File: src/rtl/serial_pkg.sv
// serial_pkg: shared types and helpers for the serial feeder and checker stages
package serial_pkg;
    localparam int DEFAULT_DATA_WIDTH = 32;

    typedef enum logic {IDLE, SHIFT} feeder_state_t;

    // Lengths of 0 or anything wider than the word mean "send the whole word".
    function automatic int unsigned clamp_len(input int unsigned len, input int unsigned width);
        return (len == 0 || len > width) ? width : len;
    endfunction
endpackage

File: src/rtl/serial_shift_core.sv
// serial_shift_core: loadable word register and down-counter emitting bits MSB-first
module serial_shift_core
    import serial_pkg::*;
#(
    parameter int DATA_WIDTH = DEFAULT_DATA_WIDTH,
    parameter int LEN_WIDTH  = $clog2(DATA_WIDTH + 1),
    parameter int CNT_WIDTH  = $clog2(DATA_WIDTH)
) (
    input  logic                  clk,
    input  logic                  reset,
    input  logic                  load,
    input  logic [DATA_WIDTH-1:0] load_data,
    input  logic [LEN_WIDTH-1:0]  load_len,
    output logic                  dout,
    output logic                  dout_valid,
    output logic                  dout_first,
    output logic                  dout_last
);
    logic [DATA_WIDTH-1:0] sreg;
    logic [DATA_WIDTH-1:0] aligned;
    logic [CNT_WIDTH-1:0]  cnt;

    // Left-align the significant field so the next bit is always the register MSB.
    assign aligned = load_data << (LEN_WIDTH'(DATA_WIDTH) - load_len);

    // Present one bit per cycle; cnt is the index of the bit currently on dout.
    always_ff @(posedge clk) begin
        if (reset) begin
            sreg       <= '0;
            cnt        <= '0;
            dout       <= 1'b0;
            dout_valid <= 1'b0;
            dout_first <= 1'b0;
            dout_last  <= 1'b0;
        end else if (load) begin
            sreg       <= {aligned[DATA_WIDTH-2:0], 1'b0};
            cnt        <= CNT_WIDTH'(load_len - 1'b1);
            dout       <= aligned[DATA_WIDTH-1];
            dout_valid <= 1'b1;
            dout_first <= 1'b1;
            dout_last  <= load_len == LEN_WIDTH'(1);
        end else if (dout_valid && !dout_last) begin
            sreg       <= {sreg[DATA_WIDTH-2:0], 1'b0};
            cnt        <= cnt - 1'b1;
            dout       <= sreg[DATA_WIDTH-1];
            dout_valid <= 1'b1;
            dout_first <= 1'b0;
            dout_last  <= cnt == CNT_WIDTH'(1);
        end else begin
            dout       <= 1'b0;
            dout_valid <= 1'b0;
            dout_first <= 1'b0;
            dout_last  <= 1'b0;
        end
    end
endmodule

File: src/rtl/serial_word_feeder.sv
// serial_word_feeder: accepts parallel words and streams them MSB-first with first/last framing
module serial_word_feeder
    import serial_pkg::*;
#(
    parameter int DATA_WIDTH = DEFAULT_DATA_WIDTH,
    parameter int LEN_WIDTH  = $clog2(DATA_WIDTH + 1)
) (
    input  logic                  clk,
    input  logic                  reset,
    input  logic [DATA_WIDTH-1:0] din,
    input  logic [LEN_WIDTH-1:0]  din_len,
    input  logic                  din_valid,
    output logic                  din_ready,
    output logic                  dout,
    output logic                  dout_valid,
    output logic                  dout_first,
    output logic                  dout_last,
    output logic                  busy
);
    feeder_state_t         state, state_next;
    logic                  hold_valid, hold_valid_next, ready_q;
    logic [DATA_WIDTH-1:0] hold_data;
    logic [LEN_WIDTH-1:0]  hold_len, len_c;
    logic                  accept, load, take_hold, direct;

    assign len_c     = LEN_WIDTH'(clamp_len(32'(din_len), DATA_WIDTH));
    assign accept    = din_valid && ready_q;
    assign din_ready = ready_q;

    // State register.
    always_ff @(posedge clk) begin
        state <= reset ? IDLE : state_next;
    end

    // Stay in SHIFT while bits remain or a new word is loaded on the last bit.
    always_comb begin
        state_next = (load || (state == SHIFT && !dout_last)) ? SHIFT : IDLE;
    end

    // Load selection: a held word always goes first; otherwise din loads directly when the core is free.
    always_comb begin
        take_hold       = state == SHIFT && dout_last && hold_valid;
        load            = take_hold || (accept && (state == IDLE || dout_last));
        direct          = load && !take_hold;
        hold_valid_next = (hold_valid && !take_hold) || (accept && !direct);
        busy            = state == SHIFT || hold_valid;
    end

    // Holding register; ready is registered so it reads 0 throughout reset.
    always_ff @(posedge clk) begin
        if (reset) begin
            hold_valid <= 1'b0;
            ready_q    <= 1'b0;
            hold_data  <= '0;
            hold_len   <= '0;
        end else begin
            hold_valid <= hold_valid_next;
            ready_q    <= !hold_valid_next;
            if (accept && !direct) begin
                hold_data <= din;
                hold_len  <= len_c;
            end
        end
    end

    serial_shift_core #(
        .DATA_WIDTH(DATA_WIDTH),
        .LEN_WIDTH (LEN_WIDTH)
    ) u_core (
        .clk       (clk),
        .reset     (reset),
        .load      (load),
        .load_data (take_hold ? hold_data : din),
        .load_len  (take_hold ? hold_len : len_c),
        .dout      (dout),
        .dout_valid(dout_valid),
        .dout_first(dout_first),
        .dout_last (dout_last)
    );
endmodule

File: config.mk
export PLATFORM = sky130hd
export DESIGN_NAME = serial_word_feeder
export DESIGN_NICKNAME = d
export VERILOG_FILES = /design/src/rtl/serial_pkg.sv /design/src/rtl/serial_shift_core.sv /design/src/rtl/serial_word_feeder.sv
export SDC_FILE = /design/constraint.sdc
export NUM_CORES = 1
export LEC_CHECK = 0
export BUFFER_PORTS_ARGS = -buffer_cell sky130_fd_sc_hd__buf_2
export CAP_MARGIN = 25
export CORE_ASPECT_RATIO = 0.75
export CORE_MARGIN = 4
export CORE_UTILIZATION = 50
export DETAILED_ROUTE_END_ITERATION = 8
export PLACE_DENSITY = 0.74
export SYNTH_ARGS = -nofsm -noshare
export SYNTH_HDL_FRONTEND = slang
export SYNTH_SLANG_ARGS = --single-unit
File: constraint.sdc
create_clock -name clk -period 9.8 [get_ports clk]
set_clock_uncertainty 0.2 [all_clocks]
set_input_delay 0.49 -clock clk [delete_from_list [all_inputs] [get_ports clk]]
set_output_delay 0.49 -clock clk [all_outputs]
set_load 0.02 [all_outputs]
* Yosys cells after proc, flatten, opt, wreduce, memory -nomap -nowiden
Index checks and enable logic that the tools add are counted.
** Storage, ports and cells
- Register bits :: 81
- Word-level logic and storage cells :: 55
- Bits of input ports :: 41
** Operators by class
- Muxes and demuxes :: 15
- Bitwise gates (word level) :: 1
- Shift-type cells :: 1
- $add $sub $neg :: 3
- Reduce and logical (&&, ||, !) cells :: 21
- Equal/unequal tests :: 2
- Order comparisons :: 1
** Operators by type and width (count)
- $mux W32 :: 3
- $shl A32 B6 Y32 :: 1
- $mux W6 :: 2
- $mux W5 :: 2
- $sub A5 B1 Y5 const B :: 2
- $logic_and A1 B1 Y1 :: 9
- $mux W1 :: 8
- $eq A6 B1 Y1 const B :: 1
- $gt A6 B6 Y1 const B :: 1
- $logic_not A6 Y1 :: 1
- $logic_or A1 B1 Y1 :: 6
- $sub A6 B6 Y6 const A :: 1
- $eq A5 B1 Y1 const B :: 1
- $logic_not A1 Y1 :: 4
- $reduce_bool A2 Y1 :: 1
- $not A1 Y1 :: 1

* Logic depth before layout (Yosys ltp)
Gate-level depths: netlist of the first run.
- Depth in word-level cells :: 9
- Depth in mapped cells :: 15
- Depth with buffers taken out :: 11

* Modules after synthesis
A second synthesis of the first run with hierarchy kept.
** Second synthesis, totals
- Cells, all modules :: 718
- Area total of the unflattened synthesis :: 5933.2 sq um
** Modules (own cells, without submodules)
- serial_shift_core :: cells each 396, instances 1, area each 3618.5 sq um
- serial_word_feeder :: cells each 322, instances 1, area each 2314.7 sq um

* Least setup slack after synthesis of the first run
No wires, ideal clock.
- Path type :: register to register
- From :: register u_core.dout_last
- To :: register u_core.dout
- Cell stages (with the launch flop) :: 15
- Data required time :: 9479 ps
- Buffers on the path :: 6
- Data arrival time :: 3211 ps
- Slack :: 6267 ps
- Path through :: dfxtp_1 > buf_6 > and3_4 > buf_6 > buf_2 > nor2_1 > a21oi_1 > inv_1 > ha_1 > clkbuf_1 > clkbuf_1 > clkbuf_1 > mux4_2 > a21oi_1 > o21ai_1
** Between the ends
- Cells in the longest elaborated chain, start to end :: 6
** Ends and longest elaborated chain
- start: declaration :: RTL line serial_shift_core.sv:17 : output logic dout_last
- start signal: assignment :: RTL line serial_shift_core.sv:34 : dout_last <= 1'b0;
- start signal: assignment :: RTL line serial_shift_core.sv:41 : dout_last <= load_len == LEN_WIDTH'(1);
- start signal: assignment :: RTL line serial_shift_core.sv:48 : dout_last <= cnt == CNT_WIDTH'(1);
- $logic_and A1 B1 Y1 (2 in series) :: RTL line serial_word_feeder.sv:42 : take_hold = state == SHIFT && dout_last && hold_valid;
- $mux W6 :: RTL line serial_word_feeder.sv:74 : .load_len (take_hold ? hold_len : len_c),
- $sub A6 B6 Y6 :: RTL line serial_shift_core.sv:24 : assign aligned = load_data << (LEN_WIDTH'(DATA_WIDTH) - load_len);
- $shl A32 B6 Y32 :: RTL line serial_shift_core.sv:24
- $mux W1 * :: RTL line serial_shift_core.sv:35 : end else if (load) begin
- end signal: assignment :: RTL line serial_shift_core.sv:38 : dout <= aligned[DATA_WIDTH-1];
- end signal: assignment :: RTL line serial_shift_core.sv:45 : dout <= sreg[DATA_WIDTH-1];
- end: declaration :: RTL line serial_shift_core.sv:14 : output logic dout,
Mark *: on every way between the ends. The rest lies on a longest branch, timed or not.
A chain may end at the register's enable or synchronous reset.

* Worst setup path in the final report of the first run
- From :: register u_core.dout_last
- To :: register u_core.sreg[9]
** Between the ends
- Cells in the longest elaborated chain, start to end :: 6
** Ends and longest elaborated chain
- $logic_and A1 B1 Y1 (2 in series) :: RTL line serial_word_feeder.sv:42
- $mux W6 :: RTL line serial_word_feeder.sv:74
- $sub A6 B6 Y6 :: RTL line serial_shift_core.sv:24
- $shl A32 B6 Y32 :: RTL line serial_shift_core.sv:24
- $mux W32 :: RTL line serial_shift_core.sv:35
- end signal: assignment :: RTL line serial_shift_core.sv:36 : sreg <= {aligned[DATA_WIDTH-2:0], 1'b0};
- end signal: assignment :: RTL line serial_shift_core.sv:43 : sreg <= {sreg[DATA_WIDTH-2:0], 1'b0};
- end: declaration :: RTL line serial_shift_core.sv:19 : logic [DATA_WIDTH-1:0] sreg;
Several ways; a longest one is shown, not always the timed one.

==> run metrics, run 1 <==
status finished, final reports clean; flop2flop setup slack 5.49 ns; GRT overflow 0; critical path class flip-flop to flip-flop; Max-cap violations 0; final period utilization 0.440; Post-Syn Nets 797; Inserted Clock Buffers 9; Synth Cell Area 5840 sq um; Req. time, crit path 9.86 ns; die width 133 microns; Final setup viols 0; clock sink count 81; cts hold-fix bufs 0; slew margin rel. 0.346; worst hold slack 0.192 ns; Routed Antenna Nets 0; Post-Synth Adder-Cell Area 0.0107; Final nets 801; Post-CTS Setup Inserts 0; R2R Path End u_core.sreg[9]$_SDFFE_PP0P_; post-synthesis simple-gate area fraction 0.228; initial antenna violation count 0; Final Hold Viols 0; Total Wirelength 17700 microns; Std-Cell Rows 33; setup TNS 0 ns; CORE AREA 11200 sq um; Die Area 13500 sq um; # IOs 47; Post-synth EDFFs 0; Port Buffer Count 46; first-pass GRT wire length 28300 microns; met3 GRT Util 0.0621; Syn Area/Cell 7.78 sq um; Leakage 2.41 nW; post-synthesis xor/xnor area fraction 0.0182; internal power contribution 0.000619 W; DRT iter0 DRCs 640; DR WL/cell 19.3 microns; vias in the first global route 5091; Resized cells post-CTS 0; Post-DP Area 6060 sq um; GPL Wtd Cong 0.997; Critical Path End u_core.sreg[9]$_SDFFE_PP0P_; combinational power share 0.266; number of remaining DRC errors 0; Syn Inst Count 751; Worst Reg-to-Reg Cells 10; clock power share 0.351; Finished Cell Area 6340 sq um; antenna fix cells 0; met2 Use GR 0.398; fmax 0.232 GHz; crit path from u_core.dout_last$_SDFF_PP0_; Pre-antenna DRT Iters 5; Area Growth Syn to Fin 8.50%; initial cell density of the core 0.522; Via density 6.19; largest net degree at the start of global routing 70; Sw Pwr 0.000319 W; Die Span Y 102 microns; H-tree depth 3; Hold Crit Depth 3; critical path arrival 4.37 ns; Reg power frac 0.383; Final Max Slew Viols 0; commonest register cell after synthesis dfxtp_1; RSZ-0062 raised after global routing no; worst hold path type input pin to flip-flop; largest family of logic cells by synthesized area compound AO/OA/AOI/OAI gates; hpwl dp 12700 microns; FF+latch count, synth 81; largest fanout on the critical path 28; GR Layer Usage met1 0.383; CTS Root Buffer Type clkbuf_16; crit end category flip-flop; Worst-Skew Late Latency 0.35 ns; Synth async-reset ratio 0; compound-gate portion of the synthesized area 0.243; Max Root-Sink Buffers 2; All-Layer GR Usage 0.262; Startpoint Class flip-flop; Vias 5673; Yosys warning count 0; GR peak layer met2; Final min period 4.31 ns; Netlist cell types 73; worst-margin pin slew 0.981 ns; register area share after synthesis 0.278; post-synthesis mux area share 0.168; Max rail drop VDD 0.0817 mV; Switching Share 0.340; Reg clk slew, reported paths 0.07 ns; fraction of layout cells with a size suffix above 1 0.150; r2r startpoint u_core.dout_last$_SDFF_PP0_; Power Density 148 nW/um^2; TritonCTS clock tree done
## cell families after synthesis
logic type	after synthesis
compound gates	212
buf+inv	70
flops	81
mux	76
fa+ha+maj	5
simple gates	297
xor+xnor	10
## power groups by stage
stage / Clock (W) / Sequential (W) / Combinational [W]
3_5_place_dp: 0 / 0.000366 / 0.000244
5_1_grt: 0.000348 / 0.000361 / 0.000269
3_3_place_gp: 0 / 0.000366 / 0.000242
2_1_floorplan: 0 / 0.000363 / 0.000179
4_1_cts: 0.000333 / 0.000359 / 0.000245
6_report: 0.000329 / 0.000360 / 0.000249
## synth_stat cells, types with 4 or more instances
library cell	instances	area share
a211o_1	6	0.0090
a211oi_1	43	0.055
a21o_1	4	0.0051
a21oi_1	57	0.049
a22o_1	4	0.0060
a22oi_1	4	0.0051
a311oi_1	4	0.0060
a31oi_1	28	0.030
a32oi_1	5	0.0075
buf_1	8	0.0051
buf_2	9	0.0077
buf_6	5	0.0096
clkbuf_1	41	0.026
dfxtp_1	81	0.28
ha_1	5	0.011
inv_1	4	0.0026
mux2_2	11	0.021
mux2i_1	48	0.082
mux4_2	13	0.050
nand2_1	169	0.11
nand2b_1	7	0.0075
nand3_1	10	0.0086
nor2_1	45	0.029
nor2b_1	29	0.031
nor3_1	7	0.0060
o21ai_0	22	0.019
o22ai_1	6	0.0064
xnor2_1	6	0.0090
## through the flow
step,utilization,std cells,power [W],setup WS (ns)
2_1_floorplan,-,751,0.000542,6.27
3_3_place_gp,0.542,901,0.000608,5.53
3_5_place_dp,0.542,901,0.000610,5.39
4_1_cts,0.567,917,0.000937,5.52
5_1_grt,0.567,917,0.000979,5.12
6_report,0.567,917,0.000938,5.49
## critical path, stage by stage, from the launching register on
cell	delay [ns]
dfxtp_1	0.54
and3_4	0.47
nor2_1	0.09
a21oi_1	0.28
inv_1	0.08
ha_1	0.94
inv_2	0.52
mux4_2	0.56
mux2i_1	0.20
nand2_1	0.08
a211oi_1	0.24
## layout by cell type, fill, tap and decap left out, drive strengths merged, types with 6 or more instances in the layout
cell type / n
dfxtp: 81
buf: 58
clkbuf: 9
nand2b: 7
nor3: 8
o21ai: 24
a31oi: 28
xnor2: 6
mux4: 15
inv: 8
nor2b: 29
a211o: 6
mux2i: 48
o22ai: 6
a21oi: 57
nand3: 11
a211oi: 43
nor2: 46
nand2: 169
mux2: 13
## layout make-up
| class | instances | area (sq um) |
|---|---|---|
| Inverter | 5 | 18.8 |
| Tap cell | 157 | 196 |
| Multi-Input combinational cell | 600 | 3900 |
| Timing Repair Buffer | 58 | 320 |
| Fill cell | 1060 | 4850 |
| Clock inverter | 7 | 53.8 |
| Clock buffer | 9 | 225 |
| Sequential cell | 81 | 1620 |
## how the worst min path moves through the flow
stage	startpoint	to	slack (ns)
CTS	din[23]	hold_data[23]$_SDFFE_PP0P_	0.19
detailed placement	hold_data[9]$_SDFFE_PP0P_	hold_data[9]$_SDFFE_PP0P_	0.26
global placement	hold_data[31]$_SDFFE_PP0P_	hold_data[31]$_SDFFE_PP0P_	0.24
global route	din[23]	hold_data[23]$_SDFFE_PP0P_	0.20
finish	din[23]	hold_data[23]$_SDFFE_PP0P_	0.19
floorplan	hold_data[31]$_SDFFE_PP0P_	hold_data[31]$_SDFFE_PP0P_	0.23
## sequential cells by signal, summed over array words and instances, names as in the netlist
register           count
u_core.dout_first      1
hold_len               6
state                  1
u_core.cnt             5
hold_valid             1
u_core.dout            1
u_core.dout_valid      1
hold_data             32
u_core.sreg           31
din_ready              1
u_core.dout_last       1
## metal layers
metal  part of all wire  vias to the layer above
met3              0.075                       21
met2               0.44                      212
met5                  0                        -
met4              0.012                        0
li1                   -                     2731
met1               0.48                     2709
Power figures use the tool's default switching activity.
==> run 2: changes to the inputs <==
--- a/config.mk
+++ b/config.mk
@@ -5,13 +5,14 @@
 export SDC_FILE = /design/constraint.sdc
 export NUM_CORES = 1
 export LEC_CHECK = 0
+export ABC_AREA = 1
 export BUFFER_PORTS_ARGS = -buffer_cell sky130_fd_sc_hd__buf_2
 export CAP_MARGIN = 25
 export CORE_ASPECT_RATIO = 0.75
 export CORE_MARGIN = 4
 export CORE_UTILIZATION = 50
 export DETAILED_ROUTE_END_ITERATION = 8
-export PLACE_DENSITY = 0.74
+export PLACE_DENSITY = 0.77
 export SYNTH_ARGS = -nofsm -noshare
 export SYNTH_HDL_FRONTEND = slang
 export SYNTH_SLANG_ARGS = --single-unit
==> constraint.sdc (replaced) <==
create_clock -name clk -period 3.9 [get_ports clk]
set_clock_uncertainty 0.2 [all_clocks]
set_input_delay 0.195 -clock clk [delete_from_list [all_inputs] [get_ports clk]]
set_output_delay 0.195 -clock clk [all_outputs]
set_load 0.02 [all_outputs]
==> run 2 against run 1 <==
Sequential share of layout area decreased by 0.52 points. Non-clock buffer count increased by 32. Critical path depth increased by 7. Area after synthesis decreased by 3.6%. Total power increased to 2.6 times the previous value. Sequential power increased by 150%.
==> run metrics, run 2 <==
status finished, final reports clean; first-pass GRT wire length 27500 microns (-2.8%); FF+latch count, synth 81 (unchanged); Synth Cell Area 5630 sq um (-3.6%); Worst Reg-to-Reg Cells 12 (+2); Area contributors post-synth dfxtp_1, nand3_1, nand2_1; largest net degree at the start of global routing 62 (-11%); Vias 6221 (+9.7%); worst-margin pin slew 0.897 ns (-0.0838 ns); Routed Antenna Nets 0 (unchanged); commonest register cell after synthesis dfxtp_1; GRT overflow 0 (unchanged); H-tree depth 3 (unchanged); Leakage 3.14 nW (+30%); Worst Path Buf+Inv 3 (+1); CORE AREA 11000 sq um (-1.8%); critical path class input pin to flip-flop; top cell type's share of synthesized area 0.288 (+0.0104); Port Buffer Count 46 (unchanged); # fillers 1075 (+1.4%); Final setup viols 0 (unchanged); Req. time, crit path 3.99 ns (-5.87 ns); Final min period 3.47 ns; Worst-Skew Late Latency 0.35 ns (about the same); TritonCTS clock tree done; Max-cap violations 0 (unchanged); Post-Synth Adder-Cell Area 0.0111 (+0.000400); Syn Inst Count 902 (+20%); initial antenna violation count 0 (unchanged); # IOs 47 (unchanged); Post-synth EDFFs 0 (unchanged); Reg area 1620 sq um (about the same); Final nets 994 (+24%); post-synthesis simple-gate area fraction 0.427 (+0.198); post-synthesis mux area share 0.00533 (-0.162); CTS Root Buffer Type clkbuf_16; initial cell density of the core 0.513 (-0.00932); Std-Cell Rows 33 (unchanged); Inserted Clock Buffers 9 (unchanged); Final Max Slew Viols 0 (unchanged); fraction of layout cells with a size suffix above 1 0.118 (-0.0325); crit end category flip-flop; slowest cell on the critical path dlygate4sd3_1; antenna fix cells 0 (unchanged); RSZ-0062 raised after global routing no; clock sink count 81 (unchanged); CP delay by family, top simple AND/OR/NAND/NOR gates; Max Root-Sink Buffers 2 (unchanged); Hold Crit Depth 3 (unchanged); Resized cells post-CTS 0 (unchanged); Area Growth Syn to Fin 14.8%; DR WL/cell 15.2 microns (-21%); commonest cells after routing, fill and taps aside nand2_1, nand3_1, o21ai_0, dfxtp_1, inv_1; All-Layer GR Usage 0.261 (-0.00175); most common cell in the netlist nand2_1; die width 131 microns (-1.7%); multi-input logic area 3460 sq um (-11%); largest fanout on the critical path 34 (+21%); most flop-heavy register hold_data; Synth async-reset ratio 0 (unchanged); Die Span Y 99.9 microns (-1.7%); top flop regs hold_data x32, u_core.sreg x31, hold_len x6; Max rail drop VDD 0.302 mV (+270%); final period utilization 0.891; CP peak stage delay 0.55 ns (-0.39 ns); Post-DP Area 5800 sq um (-4.4%); Syn Area/Cell 6.24 sq um (-20%); Startpoint Class input pin; Yosys warning count 0 (unchanged); Total Wirelength 16600 microns (-6.1%); Power Density 382 nW/um^2 (+160%); Pre-antenna DRT Iters 8 (+3); Finished Cell Area 6470 sq um (+2.0%); Die Area 13000 sq um (-3.3%); crit path cell chain dlygate4sd3_1, buf_2, nor2_1, nand3_1, nand2_2, nand3_1, nand2_2, nand2_4, ha_1, xor2_2, inv_2, nand4_1, o21ai_1, nand2_1, nand3_1, nand2_1, nand2_1; Synth top cells by count nand2_1, nand3_1, o21ai_0; compound-gate portion of the synthesized area 0.158 (-0.0851); Final Hold Viols 0 (unchanged); Via density 5.69 (-8.0%); WP depth 17 (+7); post-synthesis xor/xnor area fraction 0.0124 (-0.00576); number of remaining DRC errors 0 (unchanged); fmax 0.288 GHz; max reg flops 32 (unchanged); hpwl dp 11500 microns (-9.3%); setup TNS 0 ns (unchanged); slew margin rel. 0.401 (+0.0552); vias in the first global route 5574 (+9.5%); largest family of logic cells by synthesized area simple AND/OR/NAND/NOR gates; cell accounting for the most synthesized area dfxtp_1; Reg clk slew, reported paths 0.06 ns (about the same); DRT iter0 DRCs 718 (+12%); register area share after synthesis 0.288 (+0.0104); Post-CTS Setup Inserts 0 (unchanged); GPL Wtd Cong 0.938 (-5.9%); worst hold path type input pin to flip-flop; Netlist cell types 45 (-38%); commonest non-fill, non-tap cell in the layout nand2_1; Post-Syn Nets 948 (+19%); critical path arrival 3.56 ns (-0.81 ns)
-- run 2: power by group --
group | internal [W] | switching (W) | total (W)
sequential | 0.000872 | 0.0000252 | 0.000898
combinational | 0.000223 | 0.000455 | 0.000677
clock | 0.000521 | 0.000374 | 0.000895
total | 0.00162 | 0.000854 | 0.00247
-- run 2: path summary, 6_finish.rpt --
kind	startpoint	to	slack, ns
worst max-delay path	din_len[1]	u_core.sreg[25]$_SDFFE_PP0P_	0.43
worst max register to register	u_core.dout_last$_SDFF_PP0_	u_core.sreg[25]$_SDFFE_PP0P_	0.65
worst min register to register	u_core.sreg[8]$_SDFFE_PP0P_	u_core.sreg[8]$_SDFFE_PP0P_	0.25
worst min-delay path	din_len[0]	hold_len[0]$_SDFFE_PP0P_	0.02
-- run 2: cells by family (layout without fill, tap and decap cells) --
logic type | count (synthesis) | count (layout)
compound gates | 168 | 168
buf+inv | 120 | 171
mux | 3 | 3
fa+ha+maj | 5 | 5
xor+xnor | 5 | 5
flops | 81 | 81
simple gates | 520 | 520
-- run 2: area by class of cell --
class | count | share of cell area
multi-input combinational | 701 | 0.535
sequential | 81 | 0.251
timing repair buffer | 90 | 0.101
inverter | 65 | 0.0381
clock buffer | 10 | 0.0370
tap | 140 | 0.0271
clock inverter | 6 | 0.0110
-- run 2: per-layer routing --
metal	vias to the layer above	routed length, microns	track usage
met3	32	1410	0.0606
met5	-	0	0
met2	288	7250	0.390
met1	2805	7670	0.373
met4	0	282	0.0767
li1	3096	-	-
-- run 2: stage by stage --
stage	hold WS (ns)	setup slack [ns]	utilization	power (W)	cells
after CTS	0.0141	0.508	0.589	0.00245	1093
after floorplan	0.130	0.786	-	0.00140	902
after global routing	0.0521	0.102	0.589	0.00259	1093
final	0.0151	0.426	0.589	0.00247	1093
after global placement	0.235	0.741	0.528	0.00154	1041
after detailed placement	0.237	0.688	0.528	0.00154	1041
-- run 2: timing repair --
action                     in CTS  in global routing
hold buffers                   36                  0
setup endpoints to repair       0                  0
hold endpoints to repair       39                  0
-- run 2: worst register-to-register path: cells and delay by family, from the launching register on --
| family | cells | cell delay [ns] |
|---|---|---|
| and+or+nand+nor | 8 | 1.41 |
| buffers and inverters | 1 | 0.44 |
| DFF | 1 | 0.41 |
| adders and majority gates | 1 | 0.31 |
| AOI/OAI and AO/OA | 1 | 0.31 |
| xor gates and xnor gates | 1 | 0.11 |
==> run 3: changes to the inputs <==
--- a/config.mk
+++ b/config.mk
@@ -10,9 +10,9 @@
 export CAP_MARGIN = 25
 export CORE_ASPECT_RATIO = 0.75
 export CORE_MARGIN = 4
-export CORE_UTILIZATION = 50
+export CORE_UTILIZATION = 55
 export DETAILED_ROUTE_END_ITERATION = 8
-export PLACE_DENSITY = 0.77
+export PLACE_DENSITY = 0.83
 export SYNTH_ARGS = -nofsm -noshare
 export SYNTH_HDL_FRONTEND = slang
 export SYNTH_SLANG_ARGS = --single-unit
==> run 3 against run 2 <==
Design area down 0.19%. Combinational power about the same. Flip-flop and latch count unchanged. Clock-buffer cell count up 1. Via count up 1.5%. Register-to-register slack worse by 0.28 ns. Final cell count down 0.82%. Critical path depth unchanged. Critical endpoint unchanged.
==> run metrics, run 3 (synthesis gave the netlist of run 2 again) <==
Pre-antenna DRT Iters 7 (-1); largest net degree at the start of global routing 62 (unchanged); r2r startpoint u_core.dout_last$_SDFF_PP0_; fmax 0.282 GHz (-2.1%); max reg flops 32 (unchanged); status finished, final reports clean; Final min period 3.55 ns (+0.0731 ns); flop2flop setup slack 0.37 ns (-0.28 ns); final period utilization 0.910 (+0.0188); initial antenna violation count 0 (unchanged); R2R Path End u_core.sreg[25]$_SDFFE_PP0P_; Critical Path End u_core.sreg[25]$_SDFFE_PP0P_; Req. time, crit path 3.98 ns (about the same); # fillers 905 (-16%); H-tree depth 3 (unchanged); Max Root-Sink Buffers 2 (unchanged); commonest non-fill, non-tap cell in the layout nand2_1; clock sink count 81 (unchanged); Max-cap violations 0 (unchanged); Port Buffer Count 46 (unchanged); # IOs 47 (unchanged); Leakage 3.15 nW (+0.22%); Std-Cell Rows 31 (-6.1%); Switching Share 0.336 (-0.00985); Via density 5.83 (+2.4%); internal power contribution 0.00162 W (+0.52%); multi-input logic area 3470 sq um (+0.25%); combinational power share 0.275 (about the same); GRT overflow 0 (unchanged); Vias 6315 (+1.5%); crit end category flip-flop; final worst setup slack 0.353 ns (-0.0731 ns); fraction of layout cells with a size suffix above 1 0.117 (-0.000927); Power Density 379 nW/um^2 (-0.78%); DR WL/cell 15.2 microns (about the same); GPL Wtd Cong 0.979 (+4.4%); Area Growth Syn to Fin 14.6%; Die Span Y 95.6 microns (-4.3%); Post-CTS Setup Inserts 0 (unchanged); Reg clk slew, reported paths 0.06 ns (about the same); Final setup viols 0 (unchanged); CTS Root Buffer Type clkbuf_16; Routed Antenna Nets 0 (unchanged); Inst Count DP 1032 (-0.86%); crit path from din_len[2]; TritonCTS clock tree done; largest fanout on the critical path 34 (unchanged); Final Hold Viols 0 (unchanged); Worst Reg-to-Reg Cells 12 (unchanged); Final Max Slew Viols 0 (unchanged); Finished Cell Area 6450 sq um (-0.19%); worst hold path type input pin to flip-flop; Worst-Skew Late Latency 0.34 ns (about the same); setup TNS 0 ns (unchanged); Post-DP Area 5780 sq um (-0.30%); All-Layer GR Usage 0.281 (+0.0200); die width 125 microns (-4.4%); Setup WS pre-CTS 0.519 ns (-0.169 ns); CORE AREA 9810 sq um (-11%); Reg power frac 0.367 (+0.004); Total Wirelength 16500 microns (-0.86%); Reg area 1620 sq um (unchanged); number of remaining DRC errors 0 (unchanged); top flop regs hold_data x32, u_core.sreg x31, hold_len x6; worst-margin pin slew 0.933 ns (+0.0361 ns); Max rail drop VDD 0.328 mV (+8.9%); slew margin rel. 0.377 (-0.0241); Final nets 993 (-0.10%); critical path arrival 3.63 ns (+0.07 ns); antenna fix cells 0 (unchanged); most flop-heavy register hold_data; commonest cells after routing, fill and taps aside nand2_1, nand3_1, o21ai_0, dfxtp_1, inv_1; critical path class input pin to flip-flop; first-pass GRT wire length 27600 microns (+0.40%); Startpoint Class input pin; clock power share 0.358 (-0.004); Die Area 11900 sq um (-8.5%); RSZ-0062 raised after global routing no; vias in the first global route 5704 (+2.3%); Sw Pwr 0.000822 W (-3.8%); Finished Layout Cells 1084 (-0.82%); DRT iter0 DRCs 937 (+31%); Inserted Clock Buffers 9 (unchanged); initial cell density of the core 0.574 (+0.0611); hpwl dp 11200 microns (-2.6%)
-- run 3: changes by cell type in the layout (fill, tap and decap cells not counted) --
cell	change
buf_4	-1
clkbuf_8	+1
clkinv_2	+3
clkinv_4	+1
clkinvlp_4	-2
inv_6	-3
nand2_4	-1
nand2_8	+1
-- run 3: worst max-delay path, stage by stage --
cell	delay, ns
dlygate4sd3_1	0.52
buf_2	0.13
nor2_1	0.14
nand3_1	0.15
nand2_2	0.14
nand3_1	0.12
nand2_2	0.19
nand2_4	0.19
ha_1	0.31
xor2_2	0.20
inv_2	0.46
nand4_1	0.25
o21ai_1	0.28
nand2_1	0.13
nand3_1	0.11
nand2_1	0.05
nand2_1	0.07
-- run 3: power groups by stage --
| stage | clock network, W | logic [W] | registers [W] |
|---|---|---|---|
| 6_report | 0.000875 | 0.000674 | 0.000897 |
| 5_1_grt | 0.000915 | 0.000746 | 0.000902 |
| 3_5_place_dp | 0 | 0.000620 | 0.000914 |
| 2_1_floorplan | 0 | 0.000484 | 0.000912 |
| 4_1_cts | 0.000880 | 0.000651 | 0.000896 |
| 3_3_place_gp | 0 | 0.000616 | 0.000913 |
-- run 3: final cells by class --
type | count | share of cell area
Clock buffer | 11 | 0.0392
Clock inverter | 5 | 0.00834
Inverter | 65 | 0.0382
Multi-Input combinational cell | 701 | 0.538
Sequential cell | 81 | 0.251
Tap cell | 132 | 0.0256
Timing Repair Buffer | 89 | 0.0997
-- run 3: worst min-delay path by stage --
stage                                startpoint                           to  slack [ns]  cells after the start
floorplan                               din[22]   hold_data[22]$_SDFFE_PP0P_        0.13                      2
global placement    u_core.sreg[8]$_SDFFE_PP0P_  u_core.sreg[8]$_SDFFE_PP0P_        0.24                      2
detailed placement  u_core.sreg[8]$_SDFFE_PP0P_  u_core.sreg[8]$_SDFFE_PP0P_        0.24                      2
CTS                                  din_len[0]     hold_len[0]$_SDFFE_PP0P_        0.01                      3
global route                         din_len[0]     hold_len[0]$_SDFFE_PP0P_        0.02                      3
finish                               din_len[0]     hold_len[0]$_SDFFE_PP0P_        0.02                      3
-- run 3: metal layers --
layer | track usage | part of all wire | vias up
met2 | 0.453 | 0.44 | 305
met5 | 0 | 0 | -
met4 | 0.0794 | 0.018 | 0
met1 | 0.373 | 0.44 | 2875
li1 | - | - | 3099
met3 | 0.0756 | 0.10 | 36
-- run 3: repair_timing --
item,in CTS,in global routing
resized for setup,0,1
hold endpoints to repair,40,0
hold buffers,36,0
setup endpoints to repair,0,8
-- run 3: stage by stage --
stage | util | power [W] | hold WS [ns]
finish | 0.658 | 0.00245 | 0.0202
global route | 0.658 | 0.00256 | 0.0238
CTS | 0.657 | 0.00243 | 0.0147
detailed placement | 0.589 | 0.00153 | 0.238
global placement | 0.589 | 0.00153 | 0.236
floorplan | - | 0.00140 | 0.130
